$ cat config.mk
export PLATFORM = sky130hd
export DESIGN_NAME = lector_ram
export DESIGN_NICKNAME = d
export VERILOG_FILES = /design/src/rtl/lector_ram_pkg.sv /design/src/rtl/lector_ram.sv
export SDC_FILE = /design/constraint.sdc
export NUM_CORES = 1
export LEC_CHECK = 0
export ABC_AREA = 1
export BUFFER_PORTS_ARGS = -buffer_cell sky130_fd_sc_hd__buf_2
export CAP_MARGIN = 20
export CORE_ASPECT_RATIO = 1.2
export CORE_UTILIZATION = 35
export DETAILED_ROUTE_END_ITERATION = 10
export GPL_TIMING_DRIVEN = 0
export SLEW_MARGIN = 20
export SYNTH_ARGS = -nofsm -noshare
export SYNTH_HDL_FRONTEND = slang
export SYNTH_SLANG_ARGS = --single-unit
$ cat constraint.sdc
create_clock -name clk -period 2.3 [get_ports clk]
set_input_delay 0.46 -clock clk [delete_from_list [all_inputs] [get_ports clk]]
set_output_delay 0.46 -clock clk [all_outputs]
set_load 0.01 [all_outputs]
$ cat src/rtl/lector_ram_pkg.sv
// Shared definitions for the cellular-RAM sample reader: FSM encoding,
// address limit and RAM control line levels.
`timescale 1ns/1ps
package lector_ram_pkg;

  typedef enum logic [1:0] {
    Reposo  = 2'd0,
    Acceso  = 2'd1,
    Entrega = 2'd2,
    Fallo   = 2'd3
  } estado_t;

  localparam logic [25:0] LIMITE_SUP_DEF = 26'h0FFFFFF;

  // RAM control strobes are all active low.
  localparam logic CTRL_ACTIVO   = 1'b0;
  localparam logic CTRL_INACTIVO = 1'b1;

  function automatic logic en_rango(input logic [25:0] dir, input logic [25:0] limite);
    return dir <= limite;
  endfunction

endpackage

$ cat src/rtl/lector_ram.sv
// Read-only responder for the async cellular RAM: one word read per request,
// returning the word, the addressed byte and an out-of-range flag.
`timescale 1ns/1ps
module lector_ram
  import lector_ram_pkg::*;
#(
  parameter int unsigned CICLOS_ESPERA = 4,
  parameter logic [25:0] LIMITE_SUP    = LIMITE_SUP_DEF
) (
  input  logic        clk,
  input  logic        reset,
  input  logic        solicitud,
  input  logic [25:0] DireccionRAM,
  output logic        ocupado,
  output logic        DatoValido,
  output logic [15:0] Dato,
  output logic [7:0]  Muestra,
  output logic        FueraRango,
  output logic [22:0] MemAdr,
  input  logic [15:0] MemDB,
  output logic        RamCS_n,
  output logic        MemOE_n,
  output logic        MemWE_n,
  output logic        RamAdv_n,
  output logic        RamClk,
  output logic        RamLB_n,
  output logic        RamUB_n
);

  localparam logic [3:0] ULTIMA = 4'(CICLOS_ESPERA - 1);

  estado_t    estado_q;
  logic [3:0] cuenta_q;
  logic       sel_alto_q;

  // Async mode, read only: these lines never move.
  assign MemWE_n  = CTRL_INACTIVO;
  assign RamAdv_n = CTRL_ACTIVO;
  assign RamClk   = 1'b0;

  always_ff @(posedge clk or posedge reset) begin
    if (reset) begin
      estado_q   <= Reposo;
      cuenta_q   <= '0;
      sel_alto_q <= 1'b0;
      ocupado    <= 1'b0;
      DatoValido <= 1'b0;
      Dato       <= '0;
      Muestra    <= '0;
      FueraRango <= 1'b0;
      MemAdr     <= '0;
      RamCS_n    <= CTRL_INACTIVO;
      MemOE_n    <= CTRL_INACTIVO;
      RamLB_n    <= CTRL_INACTIVO;
      RamUB_n    <= CTRL_INACTIVO;
    end else begin
      DatoValido <= 1'b0;
      unique case (estado_q)
        Reposo: begin
          if (solicitud) begin
            ocupado    <= 1'b1;
            cuenta_q   <= '0;
            sel_alto_q <= DireccionRAM[0];
            if (en_rango(DireccionRAM, LIMITE_SUP)) begin
              estado_q <= Acceso;
              MemAdr   <= DireccionRAM[23:1];
              RamCS_n  <= CTRL_ACTIVO;
              MemOE_n  <= CTRL_ACTIVO;
              RamLB_n  <= CTRL_ACTIVO;
              RamUB_n  <= CTRL_ACTIVO;
            end else begin
              // Out of range: report straight away, RAM stays deselected.
              estado_q   <= Fallo;
              DatoValido <= 1'b1;
              FueraRango <= 1'b1;
            end
          end
        end
        Acceso: begin
          if (cuenta_q == ULTIMA) begin
            Dato       <= MemDB;
            Muestra    <= sel_alto_q ? MemDB[15:8] : MemDB[7:0];
            FueraRango <= 1'b0;
            DatoValido <= 1'b1;
            RamCS_n    <= CTRL_INACTIVO;
            MemOE_n    <= CTRL_INACTIVO;
            RamLB_n    <= CTRL_INACTIVO;
            RamUB_n    <= CTRL_INACTIVO;
            estado_q   <= Entrega;
          end else begin
            cuenta_q <= cuenta_q + 4'd1;
          end
        end
        Entrega, Fallo: begin
          ocupado  <= 1'b0;
          estado_q <= Reposo;
        end
        default: begin
          ocupado  <= 1'b0;
          estado_q <= Reposo;
        end
      endcase
    end
  end

endmodule

==> results of run 1 <==
## cells by family after synthesis
group | count (synthesis) | synth area share [%]
flops | 58 | 57.2
buf+inv | 33 | 7.59
fa+ha+maj | 1 | 0.493
simple gates | 168 | 30.2
compound gates | 19 | 3.84
xor+xnor | 1 | 0.345
other cells | 2 | 0.296
## per-layer routing
metal / GRT usage, % / share of wire, % / vias to the layer above
met4: 9.38 / 2.1 / 0
met3: 3.44 / 6.8 / 11
li1: - / - / 1098
met1: 21.0 / 46 / 990
met5: 0 / 0 / -
met2: 27.9 / 45 / 89
## cell type report
class | instances | area [sq um]
fill | 690 | 3540
clock inverter | 5 | 103
sequential | 58 | 1450
multi-input combinational | 192 | 898
inverter | 15 | 61.3
tap | 87 | 109
buffer | 18 | 134
timing repair buffer | 99 | 510
clock buffer | 11 | 131
## Yosys cell counts (2+ instances only)
library cell	n
nand3_1	30
buf_4	8
nand3_4	2
nand2_2	10
buf_6	2
o21ai_1	9
buf_1	2
inv_1	11
inv_2	3
o21ai_0	9
dfrtp_1	57
buf_2	4
nand2_1	120
conb_1	2
## cells in the final DEF, fill, tap and decap left out, types with 3 or more instances in the layout
cell type  count
inv_1         10
dfrtp_1       57
nand2_2       10
clkbuf_1       3
nand3_1       30
o21ai_0        9
nand2_1      120
clkbuf_8       9
conb_1         3
o21ai_1        9
inv_2          3
buf_4          8
buf_2        102
bufinv_16      3
## worst reg2reg max path: cells and delay by family (launching register included)
kind	cells	cell delay (ns)
fa+ha+maj	1	0.27
simple gates	3	0.29
buf+inv	2	0.30
flops	1	0.40
## path summary, 6_finish.rpt
check                           cells past startpoint  slack [ns]       startpoint     endpoint
worst max-delay path                                2        0.73          RamUB_n      RamUB_n
worst min-delay path                                2        0.11            reset    MemAdr[8]
worst max register to register                      6        0.97      cuenta_q[0]     Dato[12]
worst min register to register                      2        0.46        MemAdr[3]    MemAdr[3]
max in group asynchronous                           3        1.70            reset  cuenta_q[2]
min in group clk                                    3        0.32  DireccionRAM[0]   sel_alto_q
## sequential cells by signal, summed over array words and instances, names as in the netlist
signal      cells
DatoValido      1
MemAdr         23
estado_q        2
sel_alto_q      1
Muestra         8
RamUB_n         1
FueraRango      1
ocupado         1
cuenta_q        4
Dato           16
## power by group
part / switching (mW) / internal, mW / total, mW
Combinational: 1.02 / 0.746 / 1.76
Clock: 0.395 / 0.719 / 1.11
Sequential: 0.305 / 1.52 / 1.83
Total: 1.72 / 2.99 / 4.70
## metrics by stage
stage,instances,setup TNS (ns),instance area (sq um)
2_1_floorplan,283,0,2540
3_3_place_gp,468,-20.66,3140
3_5_place_dp,469,0,3170
4_1_cts,485,0,3400
5_1_grt,485,0,3400
6_report,485,0,3400
==> flow_summary_export.csv, run 1 <==
group,metric,value,unit
run_status,status,"finished, final reports clean",
detailed_routing,vias,2188,
sta,holdWs,0.108,ns
detailed_routing,drt_iter0_markers,83,
sta,fin_crit,1.57,ns
sta,final.setup.worst_slack,0.726,ns
floorplan,initial_core_util,36.6,%
detailed_routing,antenna_left,0,
synth,synth_edf_count,0,
layout,fin_nets,439,
worst_setup_path,critPathRequiredTime,1.84,ns
clocking,cts_hold_buf,0,
worst_setup_path,cp_max_fo,5,
floorplan,placementRows,33,
synth,synth_largest_area_cell,"dfrtp_1",
clocking,cts_tree,"built",
placed_design,preCtsSetupSlack,0.744,ns
pwr,p_total,4.70,mW
sta,rsz0062_at_grt,"no",
synth,async_reset_ff_share,100,%
floorplan,fp.dieArea,0.00760,sq mm
detailed_routing,drc,0,
sta,hold_viol_final,0,
clocking,cts_root_buf,"clkbuf_8",
worst_setup_path,worstSetupStartpointType,"flop",
pwr,cellPowerDensity,1380,mW/mm^2
worst_setup_path,crit_buf_inv,2,
clocking,clock-sinks,58,
layout,final_util,49.0,%
placed_design,routabilityCongestion,0.763,
pwr,ir_drop,0.491,mV
worst_setup_path,cp.arrival,1.11,ns
synth,synth_top_area_share,56.2,%
clocking,cts_made_buffers,9,
layout,drive_gt1_share,37.7,%
detailed_routing,wl_per_cell,12.4,um
worst_setup_path,path_cells,"buf_4 -> buf_2",
global_route,grt_pass1_vias,2053,
floorplan,core,0.00694,sq mm
synth,synth.area.top_cells,"dfrtp_1 (56%), nand2_1 (18%), nand3_1 (5.9%)",
synth,yosys_warnings,0,
clocking,cts.reportedPaths.clkPinSlew,0.07,ns
floorplan,io_pins,102,
clocking,htree_levels,3,
clocking,insertion_delay,0.33,ns
detailed_routing,routed_wl,6.03,mm
synth,ys_ff_latch,58,
synth,syn_area_per_cell,9.01,sq um
global_route,overflow,0,
worst_setup_path,max_stage_delay,0.57,ns
sta,max_freq,635,MHz
worst_setup_path,cp-end-kind,"output port",
min_path,hold_path_class,"primary input to async pin",
worst_setup_path,worst_path_dominant_cell_family,"flip-flops",
global_route,grt_use_total,17.1,%
detailed_routing,drtPass1Iterations,4,
synth,seq_area_frac_synth,57.2,%
detailed_routing,vias_per_cell,4.51,
clocking,cts_resized,0,
global_route,antenna_found_initial,0,
sta,slew_viol_final,0,
sta,timing.final.crit_share,68.4,%
sta,setup_viol,0,
floorplan,die_h,95.3,um
synth,synth_cell_types,27,
synth,synth_flop_cell,"dfrtp_1",
synth,synth.cell_area,0.00254,sq mm
pwr,p_leak,1.92,nW
layout,diodes,0,
placed_design,io_buffer_count,98,
global_route,grt_max_degree,32,
synth,synthCells,282,
sta,fin_worst_skew,0.00588,ns
global_route,grt_pass1_wl,9.83,mm
clocking,postCtsSetupRepairBufs,0,
job,max-cap-violations,0,
layout,area_growth,33.8,%
placed_design,dpl.hpwl,4.40,mm
worst_setup_path,critPathKind,"flop to output port",
worst_setup_path,cp_slowest_cell,"dfstp_2",
clocking,clk_path_buf_depth,2,
floorplan,die_x,79.8,um
(Power assumes the default switching activity.)
==> run 2: changes to the inputs <==
==> constraint.sdc (replaced) <==
create_clock -name clk -period 1.4 [get_ports clk]
set_input_delay 0.28 -clock clk [delete_from_list [all_inputs] [get_ports clk]]
set_output_delay 0.28 -clock clk [all_outputs]
set_load 0.01 [all_outputs]
==> run 2 against run 1 <==
Net effect: register-to-register slack worse by 0.88 ns; clock skew is 0.0013 ns higher; global-route usage up 0.33 points; sequential power increased by 64%.
==> flow_summary_export.csv, run 2 (synthesized netlist as in run 1, its figures left out) <==
group,metric,value,unit
layout,regMostFlops,"MemAdr",
worst_setup_path,cp_slowest_cell,"dfstp_2",
worst_setup_path,r2r-start,"estado_q[1]",
global_route,grt_pass1_wl,10.0,mm
placed_design,io_buffer_count,98,
worst_setup_path,worst-path-stages,2,
layout,final_cell_mix,"nand2_1 (120), buf_2 (98), dfrtp_1 (57)",
floorplan,fp.dieArea,0.00760,sq mm
sta,fin_crit,1.39,ns
layout,drive_gt1_share,38.3,%
sta,hold_viol_final,0,
clocking,cts_hold_buf,0,
placed_design,dpl.hpwl,4.36,mm
layout,final_util,49.1,%
worst_setup_path,path_cells,"buf_4 -> buf_6",
sta,rsz0062_at_grt,"yes",
job,max-cap-violations,0,
sta,holdWs,0.0280,ns
sta,worst_pin_slew,0.624,ns
floorplan,placementRows,33,
global_route,grt_use_total,17.4,%
detailed_routing,vias,2201,
layout,fin_nets,440,
worst_setup_path,reg2reg_depth,7,
sta,fin_worst_skew,0.00719,ns
sta,slew_viol_final,0,
global_route,grt_util_met2,28.3,%
pwr,cellPowerDensity,2180,mW/mm^2
worst_setup_path,critPathKind,"flop to output port",
clocking,cts_tree,"built",
clocking,clock-sinks,58,
layout,area_growth,34.0,%
clocking,cts_made_buffers,9,
clocking,htree_levels,3,
detailed_routing,drt_iter0_markers,98,
run_status,status,"finished, final reports clean",
floorplan,die_x,79.8,um
global_route,overflow,0,
placed_design,routabilityCongestion,0.757,
detailed_routing,vias_per_cell,4.53,
sta,setup_viol,0,
floorplan,core,0.00694,sq mm
detailed_routing,drc,0,
clocking,insertion_delay,0.32,ns
worst_setup_path,cp-end-kind,"output port",
global_route,grtUsageMet3,4.02,%
detailed_routing,wl_per_cell,12.2,um
global_route,grt_pass1_vias,2165,
worst_setup_path,crit_buf_inv,2,
worst_setup_path,critPathRequiredTime,1.12,ns
worst_setup_path,cp_max_fo,5,
layout,n_fill_cell,683,
floorplan,initial_core_util,36.6,%
clocking,cts_root_buf,"clkbuf_8",
clocking,clk_path_buf_depth,2,
floorplan,io_pins,102,
worst_setup_path,worst_path_dominant_cell_family,"flip-flops",
pwr,p_leak,1.91,nW
worst_setup_path,rrSetupSlack,0.09,ns
worst_setup_path,max_stage_delay,0.58,ns
floorplan,die_h,95.3,um
pwr,ir_drop,1.03,mV
worst_setup_path,worstReg2RegEnd,"MemAdr[14]",
global_route,grt_busiest_layer,"met2",
clocking,cts.reportedPaths.clkPinSlew,0.06,ns
global_route,antenna_found_initial,0,
min_path,hold_path_class,"primary input to async pin",
worst_setup_path,worstSetupStartpointType,"flop",
detailed_routing,routed_wl,5.94,mm
layout,largest_reg_flops,23,
global_route,grt_max_degree,33,
detailed_routing,antenna_left,0,
layout,final_common_cell,"nand2_1",
layout,top_regs,"MemAdr: 23 flops, Dato: 16 flops, Muestra: 8 flops",
detailed_routing,drtPass1Iterations,4,
sta,slew-limit-headroom,58.3,%
sta,timing.final.crit_share,99.6,%
layout,diodes,0,
global_route,use_met1,21.6,%
worst_setup_path,cp.arrival,1.11,ns
sta,max_freq,717,MHz
[run 2: cell count changes in the layout (fill, tap and decap cells not counted), moves of 2 or more]
cell,before,now
buf_2,102,98
clkbuf_8,9,12
buf_6,2,5
bufinv_16,3,0
buf_4,8,10
[run 2: stage by stage]
stage / setup slack (ns) / instance area, sq um / setup TNS, ns / power, mW / instances
5_1_grt: -0.0266 / 3400 / -0.0725 / 8.07 / 486
3_5_place_dp: 0.0694 / 3170 / 0 / 5.96 / 469
2_1_floorplan: 0.216 / 2550 / 0 / 4.76 / 283
3_3_place_gp: 0.0262 / 3150 / 0 / 5.90 / 468
4_1_cts: 0.00398 / 3380 / 0 / 7.49 / 486
6_report: 0.00624 / 3400 / 0 / 7.44 / 486
[run 2: cell type report]
cell class / count / area (sq um) / area share, %
clock inverters: 2 / 10.0 / 0.294
repair buffers: 101 / 544 / 16.0
well taps: 87 / 109 / 3.20
clock buffers: 14 / 173 / 5.07
inverters: 15 / 67.6 / 1.98
flip-flops and latches: 58 / 1450 / 42.7
multi-input cells: 192 / 916 / 26.9
plain buffers: 17 / 133 / 3.90
[run 2: report_power, final]
| group | leakage (nW) | internal [mW] | total [mW] | switching (mW) |
|---|---|---|---|---|
| Sequential | 0.708 | 2.51 | 3.01 | 0.509 |
| Combinational | 1.11 | 1.32 | 3.03 | 1.70 |
| Clock | 0.0965 | 0.783 | 1.39 | 0.612 |
[run 2: worst max path at each step]
stage	startpoint	end
6_report	RamUB_n	RamCS_n
5_1_grt	RamUB_n	RamLB_n
4_1_cts	RamUB_n	RamLB_n
3_5_place_dp	estado_q[1]	MemAdr[14]
3_3_place_gp	reset	ocupado
2_1_floorplan	cuenta_q[0]	Muestra[5]
[run 2: worst register-to-register path, delay by kind of cell (launching register included)]
kind                   cells  cell delay, ns
flip-flops                 1            0.45
AND/OR/NAND/NOR            4            0.32
buffers and inverters      3            0.43
[run 2: per-layer routing]
layer / up-vias / part of all wire (%)
met5: - / 0
met4: 0 / 1.7
met3: 8 / 6.9
met2: 84 / 48
met1: 1010 / 44
li1: 1099 / -
[run 2: repair_timing]
action,4_1_cts,5_1_grt
cloned,0,0
pin swaps,0,0
endpoints found under the setup margin,3,38
setup buffers,1,1
gates resized for setup,3,6
==> run 3: changes to the inputs <==
==> constraint.sdc (replaced) <==
create_clock -name clk -period 1.64 [get_ports clk]
set_input_delay 0.328 -clock clk [delete_from_list [all_inputs] [get_ports clk]]
set_output_delay 0.328 -clock clk [all_outputs]
set_load 0.01 [all_outputs]
==> run 3 against run 2 <==
Net effect: die area unchanged; sequential cell count unchanged; sequential power down 15%; sequential share of layout area up 0.70 points; critical endpoint is now RamLB_n; highest routed layer unchanged.
==> flow_summary_export.csv, run 3 (synthesized netlist as in run 1, its figures left out) <==
group,metric,value,unit
detailed_routing,wl_per_cell,12.1,um
placed_design,dpl.hpwl,4.36,mm
sta,setup-tns-final,0,ns
placed_design,io_buffer_count,98,
global_route,grt_pass1_wl,9.94,mm
worst_setup_path,crit_buf_inv,2,
worst_setup_path,cp.arrival,1.11,ns
worst_setup_path,crit_start,"RamUB_n",
clocking,htree_levels,3,
floorplan,die_x,79.8,um
placed_design,routabilityCongestion,0.757,
detailed_routing,drt_iter0_markers,75,
sta,slew_viol_final,0,
layout,drive_gt1_share,37.7,%
global_route,grt_busiest_layer,"met2",
pwr,p_leak,1.90,nW
floorplan,core,0.00694,sq mm
detailed_routing,routed_wl,5.86,mm
global_route,use_met1,21.6,%
job,max-cap-violations,0,
clocking,cts_made_buffers,9,
clocking,insertion_delay,0.32,ns
placed_design,placed_cell_area,0.00317,sq mm
pwr,ir_drop,0.871,mV
worst_setup_path,cp_max_fo,5,
layout,diodes,0,
global_route,grtUsageMet3,4.02,%
clocking,clk_path_buf_depth,2,
sta,rsz0062_at_grt,"no",
clocking,cts_resized,0,
sta,fin_worst_skew,0.00698,ns
worst_setup_path,max_stage_delay,0.57,ns
layout,area_growth,31.9,%
global_route,grt_pass1_vias,2146,
detailed_routing,drtPass1Iterations,4,
sta,timing.final.crit_share,87.8,%
clocking,clock-sinks,58,
layout,largest_reg_flops,23,
detailed_routing,drc,0,
detailed_routing,vias,2178,
worst_setup_path,cp-end-kind,"output port",
detailed_routing,vias_per_cell,4.49,
floorplan,fp.dieArea,0.00760,sq mm
sta,worst_pin_slew,0.624,ns
worst_setup_path,worstSetupStartpointType,"flop",
layout,regMostFlops,"MemAdr",
layout,finalInstanceArea,0.00335,sq mm
floorplan,initial_core_util,36.6,%
worst_setup_path,path_cells,"buf_4 -> buf_2",
worst_setup_path,cp_slowest_cell,"dfstp_2",
worst_setup_path,rrSetupSlack,0.31,ns
global_route,grt_max_degree,33,
sta,hold_viol_final,0,
global_route,overflow,0,
worst_setup_path,worstReg2RegEnd,"Dato[15]",
sta,setup_viol,0,
sta,max_freq,694,MHz
sta,fin_crit,1.44,ns
global_route,grt_util_met2,27.8,%
layout,final_common_cell,"nand2_1",
worst_setup_path,critPathKind,"flop to output port",
clocking,cts_root_buf,"clkbuf_8",
layout,fin_nets,439,
layout,top_regs,"MemAdr: 23 flops, Dato: 16 flops, Muestra: 8 flops",
layout,final_cell_mix,"nand2_1 (120), buf_2 (102), dfrtp_1 (57)",
global_route,grt_use_total,17.3,%
pwr,cellPowerDensity,1860,mW/mm^2
worst_setup_path,r2r-start,"cuenta_q[0]",
clocking,cts.reportedPaths.clkPinSlew,0.06,ns
clocking,cts_hold_buf,0,
floorplan,placementRows,33,
clocking,cts_tree,"built",
worst_setup_path,reg2reg_depth,6,
clocking,postCtsSetupRepairBufs,0,
run_status,status,"finished, final reports clean",
global_route,antenna_found_initial,0,
floorplan,io_pins,102,
detailed_routing,antenna_left,0,
worst_setup_path,worst_path_dominant_cell_family,"flip-flops",
sta,slew-limit-headroom,58.3,%
min_path,hold_path_class,"primary input to async pin",
floorplan,die_h,95.3,um
worst_setup_path,critPathRequiredTime,1.31,ns
-- run 3: area by class of cell --
type | instances | area, sq um
plain buffers | 18 | 134
clock buffers | 14 | 173
clock inverters | 2 | 10.0
fillers | 689 | 3590
inverters | 15 | 62.6
multi-input cells | 192 | 898
flip-flops and latches | 58 | 1450
well taps | 87 | 109
repair buffers | 99 | 510
-- run 3: per-stage QoR --
stage	power, mW	worst slack, ns	util [%]	hold WS [ns]	instances
finish	6.22	0.200	48.3	0.0759	485
global route	6.77	0.147	48.3	0.118	485
CTS	6.33	0.167	48.3	0.0817	485
detailed placement	5.09	0.265	45.7	0.442	469
global placement	5.04	0.218	45.4	0.450	468
floorplan	4.06	0.456	-	0.421	283
-- run 3: worst max path at each step --
stage | end | slack, ns | depth (start not counted)
after floorplan | Muestra[5] | 0.46 | 6
after global placement | ocupado | 0.22 | 2
after detailed placement | MemAdr[15] | 0.27 | 5
after CTS | RamLB_n | 0.17 | 2
after global routing | Dato[11] | 0.15 | 6
final | RamLB_n | 0.20 | 2
-- run 3: per-layer routing --
| metal | vias to the layer above | wire length, um |
|---|---|---|
| li1 | 1097 | - |
| met1 | 985 | 2580 |
| met2 | 87 | 2740 |
| met3 | 9 | 444 |
| met4 | 0 | 99 |
| met5 | - | 0 |
-- run 3: power breakdown --
group	total, mW	leakage, nW	internal [mW]	switching [mW]
logic	2.47	1.09	1.05	1.43
registers	2.56	0.708	2.14	0.419
clock network	1.19	0.0965	0.668	0.521
